$ cat config.mk
export PLATFORM = sky130hd
export DESIGN_NAME = inta_sequencer
export DESIGN_NICKNAME = d
export VERILOG_FILES = /design/src/rtl/pic_pkg.sv /design/src/rtl/int_synchronizer.sv /design/src/rtl/inta_sequencer.sv
export SDC_FILE = /design/constraint.sdc
export NUM_CORES = 1
export LEC_CHECK = 0
export ABC_AREA = 1
export CAP_MARGIN = 20
export CORE_UTILIZATION = 43
export DETAILED_ROUTE_END_ITERATION = 10
export PLACE_DENSITY = 0.81
export SETUP_SLACK_MARGIN = 0.4
export SYNTH_ARGS = -nofsm -noshare
export SYNTH_HDL_FRONTEND = slang
export SYNTH_SLANG_ARGS = --single-unit
export TNS_END_PERCENT = 20
$ cat constraint.sdc
create_clock -name clk -period 4.1 [get_ports clk]
set_input_delay 0.615 -clock clk [delete_from_list [all_inputs] [get_ports clk]]
set_output_delay 0.615 -clock clk [all_outputs]
set_load 0.02 [all_outputs]
$ cat src/rtl/pic_pkg.sv
// Shared types and constants for the interrupt acknowledge sequencer.
package pic_pkg;

  typedef enum logic [1:0] {
    IDLE,
    P_LOW,
    P_GAP,
    DONE
  } inta_state_t;

  localparam logic       MODE_8080   = 1'b0;
  localparam logic       MODE_8086   = 1'b1;
  localparam logic [7:0] OPCODE_CALL = 8'hCD;

endpackage

$ cat src/rtl/int_synchronizer.sv
// Two-flop synchroniser for the asynchronous INT line; only built when
// INTA_SYNC_EN is defined.
`ifdef INTA_SYNC_EN
module int_synchronizer (
  input  logic clk,
  input  logic reset,
  input  logic d,
  output logic q
);

  logic meta;

  always_ff @(posedge clk or posedge reset) begin
    if (reset) begin
      meta <= 1'b0;
      q    <= 1'b0;
    end else begin
      meta <= d;
      q    <= meta;
    end
  end

endmodule
`endif

$ cat src/rtl/inta_sequencer.sv
// CPU-side INT/INTA acknowledge sequencer (8086 two-pulse / 8080 three-pulse).
// Define INTA_SYNC_EN to pass INT through a two-flop synchroniser.
module inta_sequencer
  import pic_pkg::*;
#(
  parameter int PULSE_LOW = 4,
  parameter int PULSE_GAP = 2
) (
  input  logic        clk,
  input  logic        reset,
  input  logic        INT,
  input  logic        IF,
  input  logic        mode8086,
  input  logic [7:0]  D,
  output logic        INTA_n,
  output logic [7:0]  vector,
  output logic [15:0] call_addr,
  output logic [7:0]  opcode,
  output logic        vector_valid,
  input  logic        vector_ready
);

  localparam int CNT_MAX = (PULSE_LOW > PULSE_GAP) ? PULSE_LOW : PULSE_GAP;
  localparam int CW      = $clog2(CNT_MAX + 1);
  localparam logic [CW-1:0] LOW_LOAD = CW'(PULSE_LOW - 1);
  localparam logic [CW-1:0] GAP_LOAD = CW'(PULSE_GAP - 1);

  logic int_s;

`ifdef INTA_SYNC_EN
  int_synchronizer u_sync (
    .clk   (clk),
    .reset (reset),
    .d     (INT),
    .q     (int_s)
  );
`else
  assign int_s = INT;
`endif

  inta_state_t   state_q, state_d;
  logic [CW-1:0] cnt_q, cnt_d;
  logic [1:0]    idx_q, idx_d;
  logic          mode_q, mode_d;
  logic          capture;
  logic          last_pulse;

  assign last_pulse = (mode_q == MODE_8086) ? (idx_q == 2'd1) : (idx_q == 2'd2);

  // NOTE: every output of this block gets a default first, so no path leaves
  // a signal unassigned and no latch is inferred.
  always_comb begin
    state_d = state_q;
    cnt_d   = cnt_q;
    idx_d   = idx_q;
    mode_d  = mode_q;
    capture = 1'b0;
    case (state_q)
      IDLE: begin
        if (int_s && IF) begin
          mode_d  = mode8086;
          idx_d   = 2'd0;
          cnt_d   = LOW_LOAD;
          state_d = P_LOW;
        end
      end
      P_LOW: begin
        if (cnt_q == '0) begin
          capture = 1'b1;
          if (last_pulse) begin
            state_d = DONE;
          end else begin
            cnt_d   = GAP_LOAD;
            state_d = P_GAP;
          end
        end else begin
          cnt_d = cnt_q - 1'b1;
        end
      end
      P_GAP: begin
        if (cnt_q == '0) begin
          idx_d   = idx_q + 2'd1;
          cnt_d   = LOW_LOAD;
          state_d = P_LOW;
        end else begin
          cnt_d = cnt_q - 1'b1;
        end
      end
      DONE: begin
        if (vector_ready) state_d = IDLE;
      end
      default: state_d = IDLE;
    endcase
  end

  // NOTE: sequential state uses non-blocking assignments so every flop sees
  // the pre-edge values of the others.
  always_ff @(posedge clk or posedge reset) begin
    if (reset) begin
      state_q <= IDLE;
      cnt_q   <= '0;
      idx_q   <= 2'd0;
      mode_q  <= MODE_8080;
    end else begin
      state_q <= state_d;
      cnt_q   <= cnt_d;
      idx_q   <= idx_d;
      mode_q  <= mode_d;
    end
  end

  // Strobe and valid are registered from the next state so they are
  // glitch-free yet track the state without a cycle of lag.
  always_ff @(posedge clk or posedge reset) begin
    if (reset) begin
      INTA_n       <= 1'b1;
      vector_valid <= 1'b0;
    end else begin
      INTA_n       <= (state_d != P_LOW);
      vector_valid <= (state_d == DONE);
    end
  end

  always_ff @(posedge clk or posedge reset) begin
    if (reset) begin
      vector    <= 8'h00;
      opcode    <= 8'h00;
      call_addr <= 16'h0000;
    end else if (capture) begin
      if (mode_q == MODE_8086) begin
        if (idx_q == 2'd1) vector <= D;
      end else begin
        case (idx_q)
          2'd0:    opcode          <= D;
          2'd1:    call_addr[7:0]  <= D;
          2'd2:    call_addr[15:8] <= D;
          default: ;
        endcase
      end
    end
  end

endmodule

==> flow_summary.json <==
{
  "crit_arrival_ns": 1.39,
  "layout.nets": 280,
  "cp_top_family": "buffers and inverters",
  "start_kind": "register",
  "critPathBufInv": 1,
  "detail-route-antenna-nets": 0,
  "grt_max_degree": 43,
  "maxSlewHeadroom_pct": 57.07,
  "grt_pass1_vias": 1370,
  "clock_sinks": 42,
  "crit_fanout": 1,
  "hpwl_um": 2708,
  "crit_chain": "clkdlybuf4s50_1",
  "stdcell_area_um2": 2504,
  "grt_setup_unrepaired": "no",
  "cts_tree": "yes",
  "grtUsageTotal_pct": 18.12,
  "syn-cell-area_um2": 1922,
  "clk_latency_ns": 0.29,
  "fmax_ghz": 0.4976,
  "drive_gt1_share_pct": 10.38,
  "power_density_nw_per_um2": 822.5,
  "clk_pin_slew_ns": 0.08,
  "hold_class": "register to register",
  "drt-initial-drc-count": 72,
  "worst_path_max_delay_cell": "clkdlybuf4s50_1",
  "slew_violations": 0,
  "cpPeakStageDelay_ns": 0.59,
  "synth_top_family_by_area": "simple AND/OR/NAND/NOR gates",
  "path_class": "register to output pin",
  "period_share_pct": 49.01,
  "ctsHoldBuffers": 0,
  "synthMuxAreaShare_pct": 0,
  "start_util_pct": 46.38,
  "port_buffers": 47,
  "drcViolationCount": 0,
  "synth-compound-area-share_pct": 13.09,
  "syn_inst": 208,
  "status": "complete, no violations",
  "wl_per_cell_um": 11.97,
  "synth-simple-area-share_pct": 19.79,
  "whs_ns": 0.4867,
  "num_antenna_cells": 0,
  "fin_util_pct": 60.42,
  "gp_congestion": 0.8403,
  "synth_seq_area_share_pct": 54.75,
  "yosysWarnings": 0,
  "area.growth.synth_to_final_pct": 30.27,
  "vias": 1475,
  "first_pass_iters": 4,
  "overflow": 0,
  "synth-seq-cells": 42,
  "clk_path_buf_depth": 2,
  "post_cts_buffers": 0,
  "wirelength_um": 3710,
  "setup_viol": 0,
  "setup_tns_ns": 0,
  "syn_area_per_cell_um2": 9.240,
  "die_y_um": 68.86,
  "synth_xor_area_share_pct": 0,
  "die_width_um": 68.86,
  "cts-root-buf": "clkbuf_8",
  "ys_types": 19,
  "synth_fp_nets": 229,
  "dpl_cell_area_um2": 2417,
  "coreArea_um2": 4144,
  "skew_ns": 0.008270,
  "ctsResizeCount": 0,
  "max-vdd-ir-drop_v": 0.0003924,
  "antenna_found_initial": 0,
  "cts_buffers": 5,
  "synth_adder_area_share_pct": 4.557,
  "vias_per_cell": 4.758,
  "fin_crit_ns": 2.009,
  "floorplan.rows": 23,
  "fillers": 374,
  "worstPathRequired_ns": 3.48,
  "p_leak_nw": 1.222,
  "htree_num_levels": 2,
  "grt_pass1_wl_um": 6120,
  "ios": 48,
  "die_area_um2": 4741,
  "hold_violations": 0,
  "tightest_slew_ns": 0.6419,
  "max_cap_viol_count": 0,
  "critPathCaptureType": "output pin"
}
[routing by layer]
layer  wire (um)  global-route usage [%]
met2        1769                   28.52
met5           0                       0
met1        1725                   23.81
met4          72                   8.418
met3         142                   3.783
[logic make-up after synthesis]
logic type / Yosys count
AO/OA/AOI/OAI: 42
buffers and inverters: 32
adder cells (fa/ha/maj): 7
AND/OR/NAND/NOR: 85
flip-flops: 42
[power breakdown]
group	switching [mW]	internal [mW]	total [mW]
Sequential	0.115	0.605	0.720
Clock	0.138	0.120	0.258
Combinational	0.611	0.470	1.08
[worst paths after layout]
path / startpoint / to / slack (ns) / cells past startpoint
setup / recovery: INTA_n / INTA_n / 2.09 / 1
hold / removal: call_addr[15] / call_addr[15] / 0.49 / 2
setup reg to reg: state_q[1] / vector[3] / 2.34 / 6
hold reg to reg: call_addr[15] / call_addr[15] / 0.49 / 2
max in group asynchronous: reset / INTA_n / 3.00 / 3
min in group asynchronous: reset / call_addr[0] / 0.74 / 3
[cells in the final DEF, fill, tap and decap left out, drive strengths merged]
cell type      netlist  layout
nand2               60      60
clkdlybuf4s50        0      47
dfrtp               41      41
o21ai               29      29
inv                 28      28
nor2                18      18
a21oi               13      13
ha                   7       7
clkbuf               0       6
nand3                5       5
clkinv               0       2
dfstp                1       1
nand4                1       1
nor3                 1       1
buf                  4       1
[final cells by class]
class                   instances  area, um2  share of cell area, %
flip-flops and latches         42       1052                  42.03
clock buffers                   6      72.57                  2.899
repair buffers                 48      478.0                  19.09
inverters                      28      105.1                  4.198
clock inverters                 2      13.76                 0.5497
multi-input cells             134      719.4                  28.74
well taps                      50      62.56                  2.499
[synthesized netlist by cell type]
library cell / n / area share (%)
nand4_1: 1 / 0.33
a21oi_1: 11 / 2.9
o21ai_0: 13 / 3.4
o21ai_1: 7 / 1.8
nand2_2: 2 / 0.65
nor2_4: 2 / 1.2
nor2_1: 16 / 3.1
inv_1: 28 / 5.5
o21ai_2: 9 / 4.1
dfrtp_1: 41 / 53
ha_1: 7 / 4.6
nand3_4: 1 / 0.91
nand2_4: 1 / 0.59
nand2_1: 57 / 11
a21oi_2: 2 / 0.91
nand3_1: 4 / 1.0
buf_6: 4 / 2.3
nor3_4: 1 / 0.85
dfstp_2: 1 / 1.4
[through the flow]
| step | setup slack, ns | power (mW) | cells |
|---|---|---|---|
| 6_report | 2.091 | 2.059 | 310 |
| 5_1_grt | 2.057 | 2.231 | 310 |
| 4_1_cts | 2.080 | 2.076 | 310 |
| 3_5_place_dp | 2.284 | 1.811 | 302 |
| 3_3_place_gp | 2.314 | 1.781 | 302 |
| 2_1_floorplan | 2.512 | 1.391 | 208 |
[sequential cells by signal, indices dropped and copies added, names as in the netlist]
| signal | flops |
|---|---|
| vector_valid | 1 |
| state_q | 2 |
| mode_q | 1 |
| INTA_n | 1 |
| idx_q | 2 |
| vector | 8 |
| opcode | 8 |
| call_addr | 16 |
| cnt_q | 3 |
Note: power is estimated with default switching activity, not from simulation.
